`src/rtl/fir_tap_pipeline.sv`:
```
`default_nettype none
// fir_tap_pipeline: 4-tap signed FIR over a shift buffer's parallel taps, 3 register stages
// with fill-count qualification; rev 1.0
module fir_tap_pipeline #(
  parameter  int word_size = 8,
  parameter  int coef_size = 8,
  localparam int acc_size  = word_size + coef_size + 2
) (
  input  logic                        clock,
  input  logic                        reset,
  input  logic signed [word_size-1:0] cell_3,
  input  logic signed [word_size-1:0] cell_2,
  input  logic signed [word_size-1:0] cell_1,
  input  logic signed [word_size-1:0] cell_0,
  input  logic                        in_valid,
  input  logic                        flush,
  input  logic                        coef_load,
  input  logic [1:0]                  coef_sel,
  input  logic signed [coef_size-1:0] coef_in,
  output logic signed [acc_size-1:0]  fir_out,
  output logic                        out_valid,
  output logic                        filled
);

  localparam int PW = word_size + coef_size;

  logic signed [word_size-1:0] tap_q  [4];
  logic signed [coef_size-1:0] coef_q [4];
  logic signed [PW-1:0]        prod_q [4];
  logic [2:0]                  cnt_q, cnt_d;
  logic                        v1_q, q1_q, v2_q;
  logic signed [acc_size-1:0]  fir_out_q, sum_d;
  logic                        out_valid_q;

  always_comb begin
    cnt_d = (cnt_q == 3'd4) ? 3'd4 : cnt_q + 3'd1;
    sum_d = '0;
    for (int k = 0; k < 4; k++) begin
      sum_d = sum_d + {{2{prod_q[k][PW-1]}}, prod_q[k]};
    end
  end

  always_ff @(posedge clock or negedge reset) begin
    if (!reset) begin
      for (int k = 0; k < 4; k++) begin
        tap_q[k]  <= '0;
        coef_q[k] <= '0;
        prod_q[k] <= '0;
      end
      cnt_q       <= 3'd0;
      v1_q        <= 1'b0;
      q1_q        <= 1'b0;
      v2_q        <= 1'b0;
      fir_out_q   <= '0;
      out_valid_q <= 1'b0;
    end else begin
      if (coef_load) begin
        coef_q[coef_sel] <= coef_in;
      end

      // flush overrides a coincident sample: it is neither captured nor counted
      if (flush) begin
        cnt_q <= 3'd0;
        v1_q  <= 1'b0;
      end else if (in_valid) begin
        tap_q[0] <= cell_0;
        tap_q[1] <= cell_1;
        tap_q[2] <= cell_2;
        tap_q[3] <= cell_3;
        v1_q     <= 1'b1;
        q1_q     <= (cnt_q >= 3'd3);
        cnt_q    <= cnt_d;
      end else begin
        v1_q <= 1'b0;
      end

      // products use coefficient registers as they stand at this edge
      if (v1_q) begin
        for (int k = 0; k < 4; k++) begin
          prod_q[k] <= tap_q[k] * coef_q[k];
        end
      end
      v2_q <= flush ? 1'b0 : (v1_q & q1_q);

      out_valid_q <= flush ? 1'b0 : v2_q;
      if (v2_q && !flush) begin
        fir_out_q <= sum_d;
      end
    end
  end

  assign fir_out   = fir_out_q;
  assign out_valid = out_valid_q;
  assign filled    = (cnt_q == 3'd4);

endmodule
`default_nettype wire

```
`config.mk`:
```
export PLATFORM = sky130hd
export DESIGN_NAME = fir_tap_pipeline
export DESIGN_NICKNAME = d
export VERILOG_FILES = /design/src/rtl/fir_tap_pipeline.sv
export SDC_FILE = /design/constraint.sdc
export NUM_CORES = 1
export LEC_CHECK = 0
export ABC_AREA = 0
export CORE_MARGIN = 2
export CORE_UTILIZATION = 51
export CTS_CLUSTER_SIZE = 25
export DETAILED_ROUTE_END_ITERATION = 12
export PLACE_DENSITY = 0.69
export SKIP_LAST_GASP = 1
export SLEW_MARGIN = 5
export SYNTH_ARGS = -nofsm -noshare
export SYNTH_HDL_FRONTEND = slang
export SYNTH_SLANG_ARGS = --single-unit
```
`constraint.sdc`:
```
create_clock -name clock -period 5.28 [get_ports clock]
set_clock_uncertainty 0.05 [all_clocks]
set_input_delay 1.056 -clock clock [delete_from_list [all_inputs] [get_ports clock]]
set_output_delay 1.056 -clock clock [all_outputs]
set_load 0.03 [all_outputs]
```
# ---- After elaboration in Yosys (flattened, before gate mapping)
# Cells that the tools add are included.
# W data, S select, Z words.
dict set report word_totals {
  word_cells 48
  ff_bits 153
}
dict set report classes {
  reduce_logical 5
  mux 10
  n_lt_le_gt_ge 3
  n_bitwise 3
  eq_ne 1
  multipliers 4
  addsub 4
}
# cell count
set ops {}
lappend ops {{$mul A8 B8 Y16} 4}
lappend ops {{$bwmux W32} 1}
lappend ops {{$add A17 B16 Y18} 1}
lappend ops {{$add A18 B18 Y18} 1}
lappend ops {{$add A16 B16 Y17} 1}
lappend ops {{$demux W8 S2} 1}
lappend ops {{$mux W3} 3}
lappend ops {{$mux W8} 1}
lappend ops {{$mux W1} 4}
lappend ops {{$add A3 B1 Y3 const B} 1}
lappend ops {{$eq A3 B3 Y1 const B} 1}
lappend ops {{$ge A3 B2 Y1 const B} 1}
lappend ops {{$ge A3 B3 Y1 const B} 1}
lappend ops {{$lt A3 B1 Y1 const B} 1}
lappend ops {{$not A2 Y3} 1}
lappend ops {{$logic_and A1 B1 Y1} 2}
lappend ops {{$reduce_and A2 Y1} 1}
lappend ops {{$reduce_bool A2 Y1} 1}
lappend ops {{$and A1 B1 Y1} 1}
lappend ops {{$logic_not A1 Y1} 1}
lappend ops {{$not A1 Y1} 1}

# ---- Longest topological paths before layout
dict set report logic_depth {
  word_depth 6
  ltp_mapped 19
}

# ---- Least setup slack after synthesis
# No wires, ideal clock.
dict set report synth_path {
  kind {reg-to-reg}
  startpoint {reg tap_q[23] (netlist bit)}
  endpoint {reg prod_q[47] (netlist bit)}
  setup_time_ps 125
  synth_period_minus_slack_ps 4396
  arrival_time_ps 4222
  path_slack_ps 884
  path_stages_with_launch 17
  t_required_ps 5105
  path_cell_list {dfrtp_1 -> clkbuf_1 -> nand2_1 -> fa_1 -> fa_1 -> inv_1 -> fa_1 -> inv_1 -> fa_1 -> inv_1 -> ha_1 -> and3_1 -> a311oi_2 -> o21bai_1 -> a21oi_1 -> xnor2_1 -> mux2_2}
}
dict set report synth_via {
  elab_chain_len 1
}
# element line_no
set synth_lines {}
lappend synth_lines {{from (decl)} 27} ;# logic signed [word_size-1:0] tap_q [4];
lappend synth_lines {{$mul A8 B8 Y16} 80} ;# prod_q[k] <= tap_q[k] * coef_q[k];
lappend synth_lines {{to (signal, indexed assignment)} 80}
lappend synth_lines {{to (decl)} 29} ;# logic signed [PW-1:0] prod_q [4];
# Every way passes these cells.
# A chain may end at the register's enable or synchronous reset.

# ---- Worst setup path in the final report
dict set report layout_path {
  startpoint {reg coef_q[18] (netlist bit)}
  endpoint {reg prod_q[47] (netlist bit)}
}
dict set report layout_via {
  elab_chain_len 1
}
# element line_no
set layout_lines {}
lappend layout_lines {{from (decl)} 28} ;# logic signed [coef_size-1:0] coef_q [4];
lappend layout_lines {{from (signal, indexed assignment)} 58} ;# coef_q[coef_sel] <= coef_in;
lappend layout_lines {{$mul A8 B8 Y16} 80}
# Every way passes these cells.

==> impl_metrics.py <==
metrics = {
    "clock_network": {
        "path_clk_slew_ns": 0.07,
        "post_cts_resized": 0,
        "cts_tree": "built",
        "numCtsBuffers": 17,
        "clk_path_buf_depth": 2,
        "clkLatencyLatePin_ns": 0.45,
        "root_buffer": "clkbuf_16",
        "cts_sinks": 153,
        "cts_setup_buffers": 0,
        "holdBufCountCts": 0,
        "htree_num_levels": 4,
    },
    "synth": {
        "syn-num-nets": 2069,
        "syn_area_per_cell_sq_um": 10.4,
        "synth_seq_cells": 153,
        "synth_flop_cell": "dfrtp_1",
        "syn_inst": 1633,
        "async_reset_ff_share_pct": 100,
        "synth_edf_count": 0,
        "yosysWarnings": 0,
        "seq_area_frac_synth_pct": 22.5,
        "netlist_area_sq_um": 17000,
        "synthDistinctLibCells": 58,
    },
    "sta": {
        "fmax_mhz": 214,
        "setup_viol": 0,
        "hold_viol_final": 0,
        "worst_pin_slew_ns": 0.961,
        "drv_slew": 0,
        "period_minus_slack_ns": 4.67,
        "final.setup.tns_ns": 0,
        "whs_ns": 0.428,
        "rsz0062_at_grt": "no",
        "slew-limit-headroom_pct": 35.9,
        "fin_crit_sh_pct": 88.4,
    },
    "global_route": {
        "grt_pass1_wl_microns": 62900,
        "antenna_found_initial": 0,
        "grt_pass1_vias": 12200,
        "grt_use_total_pct": 22.9,
        "overflow": 0,
        "grt_max_degree": 98,
    },
    "worst_setup_path": {
        "critPathMaxFanout": 9,
        "critPathCaptureType": "flip-flop",
        "cp.arrival_ns": 4.94,
        "worst_path_most_repeated_cell": "fa_1",
        "crit_path_start_kind": "flip-flop",
        "r2r_end": "prod_q[47]$_DFFE_PN0P_",
        "crit_type": "reg -> reg",
        "endpoint": "prod_q[47]$_DFFE_PN0P_",
        "crit_required_ns": 5.55,
        "reg2reg_setup_slack_ns": 0.61,
        "cp_slowest_stage_delay_ns": 0.64,
        "critPathLaunch": "coef_q[18]$_DFFE_PN0P_",
        "crit_chain": "nand2_1 -> fa_1 -> fa_1 -> inv_1 -> fa_1 -> inv_1 -> fa_1 -> inv_1 -> ha_1 -> and3_1 -> a311oi_2 -> o21bai_1 -> a21oi_1 -> xnor2_1 -> mux2_2",
        "reg2reg_from": "coef_q[18]$_DFFE_PN0P_",
        "cp_slowest_cell": "fa_1",
        "rr_worst_depth": 15,
    },
    "die": {
        "initial_utilization_pct": 52.0,
        "die-area_sq_um": 34800,
        "die_y_microns": 187,
        "std_cell_rows": 66,
        "num_io_pins": 67,
        "core-area_sq_um": 32700,
        "die_w_microns": 187,
    },
    "placed_design": {
        "port_buffers": 66,
        "gp_congestion": 0.858,
        "dpl_cell_area_sq_um": 18200,
        "hpwl_microns": 29300,
    },
    "status": {
        "status": "completed",
    },
    "drt": {
        "routedWlPerCell_microns": 17.0,
        "first_pass_iters": 5,
        "drtAntennaViolNets": 0,
        "viasPerCell": 5.25,
        "remaining_drc_errors": 0,
        "vias": 11300,
        "totalWireLength_microns": 36700,
        "drt_iter0_markers": 546,
    },
    "layout": {
        "area_delta_synth_final_pct": 10.2,
        "nNetsFinal": 2134,
        "drive_gt1_share_pct": 9.47,
        "design_area_sq_um": 18700,
    },
    "worst_hold_path": {
        "min_path_type": "reg -> reg",
    },
    "job": {
        "maxCapViolCount": 0,
    },
}
worst max-delay path: cells and delay by family, from the launching register on:
family	cells	cell delay (ns)
xor+xnor	1	0.09
flops	1	0.54
simple gates	2	0.42
buf+inv	3	0.14
fa+ha+maj	5	2.44
mux	1	0.25
compound gates	3	0.62
metrics by stage:
| step | utilization [%] | setup WS [ns] | instances |
|---|---|---|---|
| after floorplan | - | 0.884 | 1633 |
| after global placement | 55.6 | 0.690 | 2121 |
| after detailed placement | 55.6 | 0.651 | 2121 |
| after CTS | 57.3 | 0.634 | 2153 |
| after global routing | 57.3 | 0.303 | 2153 |
| final | 57.3 | 0.611 | 2154 |
per-layer routing:
layer,share of wire [%],vias to the layer above,GRT usage (%)
met2,47,206,37.4
met3,3.7,48,3.59
met4,2.2,0,6.53
met1,47,5762,31.8
li1,-,5292,-
met5,0,-,0
state kept, by name, indices dropped and copies added, names as in the netlist:
signal	count
prod_q	64
coef_q	32
tap_q	32
fir_out	18
cnt_q	3
out_valid	1
q1_q	1
v1_q	1
v2_q	1
worst min-delay path by stage:
stage | end | cells past startpoint | startpoint | slack [ns]
4_1_cts | fir_out[1]$_DFFE_PN0P_ | 2 | fir_out[1]$_DFFE_PN0P_ | 0.43
3_5_place_dp | fir_out[1]$_DFFE_PN0P_ | 2 | fir_out[1]$_DFFE_PN0P_ | 0.41
2_1_floorplan | v2_q$_DFF_PN0_ | 2 | q1_q$_DFFE_PN0P_ | 0.42
3_3_place_gp | fir_out[5]$_DFFE_PN0P_ | 1 | fir_out[5]$_DFFE_PN0P_ | 0.41
6_report | fir_out[1]$_DFFE_PN0P_ | 2 | fir_out[1]$_DFFE_PN0P_ | 0.43
5_1_grt | v2_q$_DFF_PN0_ | 2 | q1_q$_DFFE_PN0P_ | 0.46
synthesized netlist by cell type, types with 4 or more instances:
master | n | area share (%)
ha_1 | 136 | 10
clkbuf_1 | 20 | 0.44
o21bai_1 | 5 | 0.22
o21ai_0 | 36 | 1.1
xor2_1 | 11 | 0.57
dfrtp_1 | 153 | 23
xnor2_1 | 50 | 2.6
inv_1 | 322 | 7.1
o21a_1 | 21 | 0.93
a211oi_1 | 13 | 0.57
and2_1 | 159 | 5.9
nor3_1 | 14 | 0.41
o31ai_1 | 7 | 0.31
a21o_1 | 14 | 0.62
nand2_1 | 101 | 2.2
nand3b_1 | 4 | 0.18
nand3_1 | 13 | 0.38
and3_1 | 4 | 0.15
nand2b_1 | 17 | 0.63
mux2_2 | 108 | 7.2
or3_1 | 6 | 0.22
nor2_1 | 46 | 1.0
a21oi_1 | 31 | 0.91
buf_2 | 4 | 0.12
fa_1 | 253 | 30
o21ai_1 | 6 | 0.18
nor2b_1 | 24 | 0.88
cell type report:
type / instances / area [sq um]
inverters: 325 / 1220
flip-flops and latches: 153 / 3830
fillers: 2889 / 14000
diodes: 1 / 2.50
multi-input cells: 1131 / 11900
clock buffers: 17 / 425
repair buffers: 70 / 704
clock inverters: 15 / 133
well taps: 442 / 553
logic make-up after synthesis:
kind of cell	Yosys count	synth area share [%]
compound gates	170	6.93
fa+ha+maj	389	39.8
simple gates	401	12.6
xor+xnor	61	3.14
flops	153	22.5
buf+inv	349	7.74
mux	110	7.27
cell usage in the layout (no fill, tap or decap), drive strengths merged, types with 24 or more instances in the layout:
| cell type | instances |
|---|---|
| clkdlybuf4s50 | 65 |
| nor2b | 24 |
| inv | 332 |
| fa | 253 |
| nand2 | 101 |
| ha | 136 |
| dfrtp | 153 |
| o21ai | 43 |
| mux2 | 108 |
| and2 | 159 |
| a21oi | 34 |
| xnor2 | 50 |
| nor2 | 46 |
Power is left out: the tool's default activity adds up to more than one toggle a clock period on the data nets, which glitch-free logic cannot reach.
